===== src/rtl/multicycle_control_v2.sv =====
// Multicycle RV control FSM: decodes IR opcode/funct3 into datapath strobes,
// with ready-handshaked memories, wait timeouts, a sticky trap and a retire counter.
module multicycle_control_v2 #(
   parameter int MEM_TIMEOUT = 15,
   parameter int TO_W        = $clog2(MEM_TIMEOUT + 1),
   parameter int CNT_W       = 32
) (
   input  logic             clk,
   input  logic             reset,
   input  logic [31:0]      instruction,
   input  logic             imem_ready,
   input  logic             dmem_ready,
   input  logic             alu_zero,
   input  logic             alu_lt,
   output logic             PCWriteEn,
   output logic [1:0]       PCSource,
   output logic [1:0]       ALUSrcA,
   output logic [1:0]       ALUSrcB,
   output logic [1:0]       ALUOp,
   output logic             LoadAOut,
   output logic             LoadRegA,
   output logic             LoadRegB,
   output logic             RegWrite,
   output logic [1:0]       MemToReg,
   output logic             IMemRead,
   output logic             IRWrite,
   output logic             DMemRead,
   output logic             DMemWrite,
   output logic             LoadMDR,
   output logic             Trap,
   output logic [1:0]       TrapCause,
   output logic [CNT_W-1:0] InstrRetired
);

   localparam logic [6:0] OP_R   = 7'b0110011;
   localparam logic [6:0] OP_I   = 7'b0010011;
   localparam logic [6:0] OP_LD  = 7'b0000011;
   localparam logic [6:0] OP_SD  = 7'b0100011;
   localparam logic [6:0] OP_BR  = 7'b1100011;
   localparam logic [6:0] OP_JAL = 7'b1101111;

   typedef enum logic [3:0] {
      FETCH, DECODE, MEM_ADDR, MEM_LD, MEM_SD, WB_LD,
      EXEC_R, EXEC_I, WB_ALU, BRANCH, JAL, TRAP
   } state_t;

   state_t          state, nextState;
   logic [TO_W-1:0] waitCnt;
   logic [1:0]      causeNext;
   logic            pcWrite, pcWriteCond, taken, timeoutHit;
   logic [6:0]      opcode;
   logic [2:0]      funct3;

   assign opcode     = instruction[6:0];
   assign funct3     = instruction[14:12];
   assign timeoutHit = (waitCnt == TO_W'(MEM_TIMEOUT - 1));

   // Strobes are Mealy on state plus ready/flag inputs so a memory handshake
   // completes in the cycle ready is seen; reset masks every strobe at once.
   always_comb begin
      // NOTE: every output gets a default before the case so no path can infer a latch.
      nextState   = state;
      causeNext   = 2'b00;
      pcWrite     = 1'b0;
      pcWriteCond = 1'b0;
      taken       = 1'b0;
      PCSource    = 2'b00;
      ALUSrcA     = 2'b00;
      ALUSrcB     = 2'b00;
      ALUOp       = 2'b00;
      LoadAOut    = 1'b0;
      LoadRegA    = 1'b0;
      LoadRegB    = 1'b0;
      RegWrite    = 1'b0;
      MemToReg    = 2'b00;
      IMemRead    = 1'b0;
      IRWrite     = 1'b0;
      DMemRead    = 1'b0;
      DMemWrite   = 1'b0;
      LoadMDR     = 1'b0;
      if (reset) begin
         case (state)
            FETCH: begin
               IMemRead = 1'b1;
               if (imem_ready) begin
                  IRWrite   = 1'b1;
                  pcWrite   = 1'b1;
                  ALUSrcB   = 2'b01;
                  nextState = DECODE;
               end else if (timeoutHit) begin
                  nextState = TRAP;
                  causeNext = 2'b10;
               end
            end
            DECODE: begin
               LoadRegA = 1'b1;
               LoadRegB = 1'b1;
               LoadAOut = 1'b1;
               ALUSrcA  = 2'b10;
               ALUSrcB  = 2'b11;
               case (opcode)
                  OP_LD, OP_SD: nextState = MEM_ADDR;
                  OP_R:         nextState = EXEC_R;
                  OP_I:         nextState = EXEC_I;
                  OP_BR:        nextState = BRANCH;
                  OP_JAL:       nextState = JAL;
                  default: begin
                     nextState = TRAP;
                     causeNext = 2'b01;
                  end
               endcase
            end
            MEM_ADDR: begin
               LoadAOut  = 1'b1;
               ALUSrcA   = 2'b01;
               ALUSrcB   = 2'b10;
               nextState = (opcode == OP_SD) ? MEM_SD : MEM_LD;
            end
            MEM_LD: begin
               DMemRead = 1'b1;
               if (dmem_ready) begin
                  LoadMDR   = 1'b1;
                  nextState = WB_LD;
               end else if (timeoutHit) begin
                  nextState = TRAP;
                  causeNext = 2'b11;
               end
            end
            MEM_SD: begin
               DMemWrite = 1'b1;
               if (dmem_ready) begin
                  nextState = FETCH;
               end else if (timeoutHit) begin
                  nextState = TRAP;
                  causeNext = 2'b11;
               end
            end
            WB_LD: begin
               RegWrite  = 1'b1;
               MemToReg  = 2'b01;
               nextState = FETCH;
            end
            EXEC_R, EXEC_I: begin
               LoadAOut  = 1'b1;
               ALUSrcA   = 2'b01;
               ALUSrcB   = (state == EXEC_I) ? 2'b10 : 2'b00;
               ALUOp     = 2'b10;
               nextState = WB_ALU;
            end
            WB_ALU: begin
               RegWrite  = 1'b1;
               nextState = FETCH;
            end
            BRANCH: begin
               ALUSrcA     = 2'b01;
               ALUOp       = 2'b01;
               PCSource    = 2'b01;
               pcWriteCond = 1'b1;
               nextState   = FETCH;
               case (funct3)
                  3'b000:  taken = alu_zero;
                  3'b001:  taken = !alu_zero;
                  3'b100:  taken = alu_lt;
                  3'b101:  taken = !alu_lt;
                  default: begin
                     pcWriteCond = 1'b0;
                     nextState   = TRAP;
                     causeNext   = 2'b01;
                  end
               endcase
            end
            JAL: begin
               RegWrite  = 1'b1;
               MemToReg  = 2'b10;
               pcWrite   = 1'b1;
               PCSource  = 2'b01;
               nextState = FETCH;
            end
            TRAP:    nextState = TRAP;
            default: nextState = FETCH;
         endcase
      end
   end

   assign PCWriteEn = pcWrite | (pcWriteCond & taken);
   assign Trap      = reset & (state == TRAP);

   always_ff @(posedge clk or negedge reset) begin
      if (!reset) begin
         state        <= FETCH;
         waitCnt      <= '0;
         InstrRetired <= '0;
         TrapCause    <= 2'b00;
      end else begin
         // NOTE: non-blocking assignments so every register samples pre-edge values.
         state <= nextState;
         if (nextState != state)
            waitCnt <= '0;
         else if (state == FETCH || state == MEM_LD || state == MEM_SD)
            waitCnt <= waitCnt + TO_W'(1);
         if (nextState == FETCH && state != FETCH)
            InstrRetired <= InstrRetired + CNT_W'(1);
         if (nextState == TRAP && state != TRAP)
            TrapCause <= causeNext;
      end
   end

endmodule


===== config.mk =====
export PLATFORM = sky130hd
export DESIGN_NAME = multicycle_control_v2
export DESIGN_NICKNAME = d
export VERILOG_FILES = /design/src/rtl/multicycle_control_v2.sv
export SDC_FILE = /design/constraint.sdc
export NUM_CORES = 1
export LEC_CHECK = 0
export ABC_AREA = 1
export CELL_PAD_IN_SITES_DETAIL_PLACEMENT = 1
export CELL_PAD_IN_SITES_GLOBAL_PLACEMENT = 1
export CORE_ASPECT_RATIO = 0.75
export CORE_MARGIN = 10
export CORE_UTILIZATION = 36
export DETAILED_ROUTE_END_ITERATION = 12
export PLACE_DENSITY = 0.93
export SYNTH_ARGS = -nofsm -noshare
export SYNTH_HDL_FRONTEND = slang
export SYNTH_SLANG_ARGS = --single-unit

===== constraint.sdc =====
create_clock -name clk -period 4.48 [get_ports clk]
set_input_delay 0.672 -clock clk [delete_from_list [all_inputs] [get_ports clk]]
set_output_delay 0.672 -clock clk [all_outputs]
set_load 0.005 [all_outputs]

==> flow_metrics.env <==
export IMPL_routedWlPerCell_um=17.38
export IMPL_vias_in_the_first_global_route=3550
export IMPL_cp_slowest_stage_delay_ps=620
export IMPL_worstSetupPathType="in -> out"
export IMPL_hpwlAfterDp_um=8727
export IMPL_rows=29
export IMPL_hold_buffers=0
export IMPL_r2r_worst_path_cells=15
export IMPL_gp_congestion=0.9387
export IMPL_initial_utilization=0.3714
export IMPL_critPathBufInv=3
export IMPL_drv_max_cap_violation_count=0
export IMPL_routed_via_density=5.309
export IMPL_yosysWarnings=0
export IMPL_detailed_router_s_first_iteration_violation_count=337
export IMPL_grt_pass1_wl_um=18240
export IMPL_setup_worst_path_end_class="output port"
export IMPL_die_w_um=128.3
export IMPL_synth_cells=481
export IMPL_m1WireLength_um=5418
export IMPL_crit_path_max_fanout=26
export IMPL_power_density_mw_per_mm2=450.2
export IMPL_fin_nets=583
export IMPL_worstReg2RegStart="waitCnt[0]"
export IMPL_numPortBuffers=69
export IMPL_r2r_end="InstrRetired[27]"
export IMPL_highest_layer="met4"
export IMPL_slew_viol_final=0
export IMPL_postPlaceCellArea_mm2=0.003911
export IMPL_post_route_design_area_mm2=0.004074
export IMPL_post_route_drc_count=0
export IMPL_ys_seq_area_frac=0.3319
export IMPL_cpLargestDelayFamily="buffers and inverters"
export IMPL_clock_sinks=42
export IMPL_synth_simple_gate_area_frac=0.4429
export IMPL_worstSkewPairLatency_ps=290
export IMPL_setup_tns_ps=0
export IMPL_syn_area_mm2=0.003167
export IMPL_post_synth_cell_area_avg_um2=6.584
export IMPL_synth_top_family_by_area="simple AND/OR/NAND/NOR gates"
export IMPL_timing_max_slew_rel_slack=0.5839
export IMPL_hold_path_class="in -> async"
export IMPL_timing_final_hold_violations=0
export IMPL_worst_endpoint_arrival_ps=2890
export IMPL_cts_clk_slew_worst_paths_ps=60
export IMPL_synth_compound_area_share=0.03832
export IMPL_clock_root_buffer="sky130_fd_sc_hd__clkbuf_16"
export IMPL_groute_usage_overall=0.1706
export IMPL_die_area_mm2=0.01299
export IMPL_min_period_ps=3562
export IMPL_critPathLaunchType="primary input"
export IMPL_clockBufferDepth=2
export IMPL_num_vias=3456
export IMPL_yosysUniqueCellTypes=35
export IMPL_pin_count_of_the_biggest_net_entering_global_routing=35
export IMPL_max_slew_worst_pin_slew_ps=622.0
export IMPL_synth_fp_nets=522
export IMPL_synthToLayoutAreaGrowth_pct=28.64
export IMPL_top_level_ports=93
export IMPL_rsz0062_at_grt="false"
export IMPL_grt_overflow=0
export IMPL_dr_pass1_iters=4
export IMPL_power_leakage_nw=1.928
export IMPL_wl_met3_um=522
export IMPL_post_synth_fa_ha_maj_area_fraction=0.01185
export IMPL_synthMuxAreaShare=0.006322
export IMPL_post_route_period_util=0.7951
export IMPL_setup_reg_to_reg_worst_slack_ps=1570
export IMPL_setup_viols_final=0
export IMPL_synth_xor_area_share=0.09127
export IMPL_crit_path_cell_chain="buf_2 -> clkinv_1 -> o41ai_1 -> clkdlybuf4s50_1"
export IMPL_fmax_ghz=0.2808
export IMPL_layout_cell_share_with_drive_strength_beyond_1=0.06077
export IMPL_irDropWorstVdd_uv=200.7
export IMPL_n_antenna_cell=0
export IMPL_fp_coreArea_mm2=0.008527
export IMPL_tritoncts="done"
export IMPL_die_height_um=101.2
export IMPL_number_of_setup_buffers_added_after_cts=0
export IMPL_routed_wl_met2_um=5314
export IMPL_ys_seq_elements=42
export IMPL_wirelength_um=11310
export IMPL_h_tree_depth=2
export IMPL_cts_buffers=5
export IMPL_initial_antenna_violation_count=0
export IMPL_status="finished, final reports clean"
export IMPL_fin_skew_ps=6.193
export IMPL_cp_data_required_time_ps=3810
export IMPL_slowest_stage="sky130_fd_sc_hd__clkinv_1"
export IMPL_antenna_violation_net_count_after_detailed_routing=0
export IMPL_postCtsResizedCells=0
==> cell usage after synthesis (all sizes together) <==
master  number  share of area
a21oi        3         0.0047
a31oi        3         0.0079
buf         14          0.026
clkbuf       4         0.0047
clkinv       1         0.0012
conb         1         0.0012
dfrtp       42           0.33
ha           3          0.012
inv         37          0.044
mux2i        2         0.0063
nand2      172           0.21
nand3       62           0.10
nand3b       1         0.0024
nand4        7          0.014
nor2        70          0.095
nor3        14          0.022
nor4         2         0.0040
o211ai       2         0.0047
o21a         2         0.0047
o21ai        2         0.0032
o21bai       2         0.0083
o22ai        1         0.0020
o41ai        1         0.0028
xnor2       10          0.028
xor2        23          0.064
==> layer usage <==
metal / vias to the layer above / track usage
li1: 1651 / -
met1: 1721 / 0.2349
met2: 77 / 0.2692
met3: 7 / 0.03079
met4: 0 / 0.04318
met5: - / 0
==> registers in the layout, summed over array words and instances, names as in the netlist <==
signal / flops
InstrRetired: 32
TrapCause: 2
state: 4
waitCnt: 4
==> stage by stage <==
step	setup WS [ps]	instances	hold slack, ps	power [mW]	util
floorplan	2127	481	376.4	1.100	-
global placement	1031	643	466.9	1.368	0.4587
detailed placement	929.9	643	478.3	1.415	0.4587
CTS	898.5	651	355.9	1.838	0.4778
global route	777.3	651	381.3	1.951	0.4778
finish	918.1	651	349.4	1.834	0.4778
==> worst max-delay path by stage <==
stage	slack [ps]	startpoint	cells past startpoint	endpoint
6_report	920	reset	4	PCWriteEn
5_1_grt	780	reset	4	PCWriteEn
4_1_cts	900	reset	4	PCWriteEn
3_5_place_dp	930	reset	4	PCWriteEn
3_3_place_gp	1030	reset	4	PCWriteEn
2_1_floorplan	2130	reset	5	ALUSrcA[1]
==> power by group <==
part / switching (mW) / internal (mW) / total, mW
logic: 0.607 / 0.311 / 0.918
clock network: 0.150 / 0.264 / 0.413
registers: 0.0792 / 0.423 / 0.502
==> cell usage in the layout (no fill, tap or decap), types with 2 or more instances in the layout <==
cell type / count
sky130_fd_sc_hd__inv_2: 8
sky130_fd_sc_hd__buf_4: 3
sky130_fd_sc_hd__clkbuf_16: 5
sky130_fd_sc_hd__nor2_1: 61
sky130_fd_sc_hd__clkbuf_1: 2
sky130_fd_sc_hd__a31oi_1: 2
sky130_fd_sc_hd__nand2_1: 169
sky130_fd_sc_hd__xor2_1: 23
sky130_fd_sc_hd__clkdlybuf4s50_1: 68
sky130_fd_sc_hd__dfrtp_1: 42
sky130_fd_sc_hd__xnor2_1: 10
sky130_fd_sc_hd__nor2_4: 3
sky130_fd_sc_hd__nand2_2: 3
sky130_fd_sc_hd__o21a_1: 2
sky130_fd_sc_hd__mux2i_1: 2
sky130_fd_sc_hd__inv_1: 29
sky130_fd_sc_hd__ha_1: 3
sky130_fd_sc_hd__nand4_1: 7
sky130_fd_sc_hd__a21oi_1: 3
sky130_fd_sc_hd__nor2_2: 6
sky130_fd_sc_hd__nor3_1: 14
sky130_fd_sc_hd__o211ai_1: 2
sky130_fd_sc_hd__nor4_1: 2
sky130_fd_sc_hd__nand3_1: 61
==> layout make-up <==
cell class / instances / area (um^2)
Inverter: 38 / 142.6
Timing Repair Buffer: 72 / 708.2
Clock buffer: 7 / 132.6
Multi-Input combinational cell: 383 / 1874
Clock inverter: 1 / 30.03
Fill cell: 1125 / 4453
Sequential cell: 42 / 1051
Tap cell: 108 / 135.1
==> cell families after synthesis <==
group,after synthesis
xor gates and xnor gates,33
buffers and inverters,56
DFF,42
other,1
AOI/OAI and AO/OA,16
adders and majority gates,3
muxes,2
and+or+nand+nor,328
Note: power is estimated with default switching activity, not from simulation.
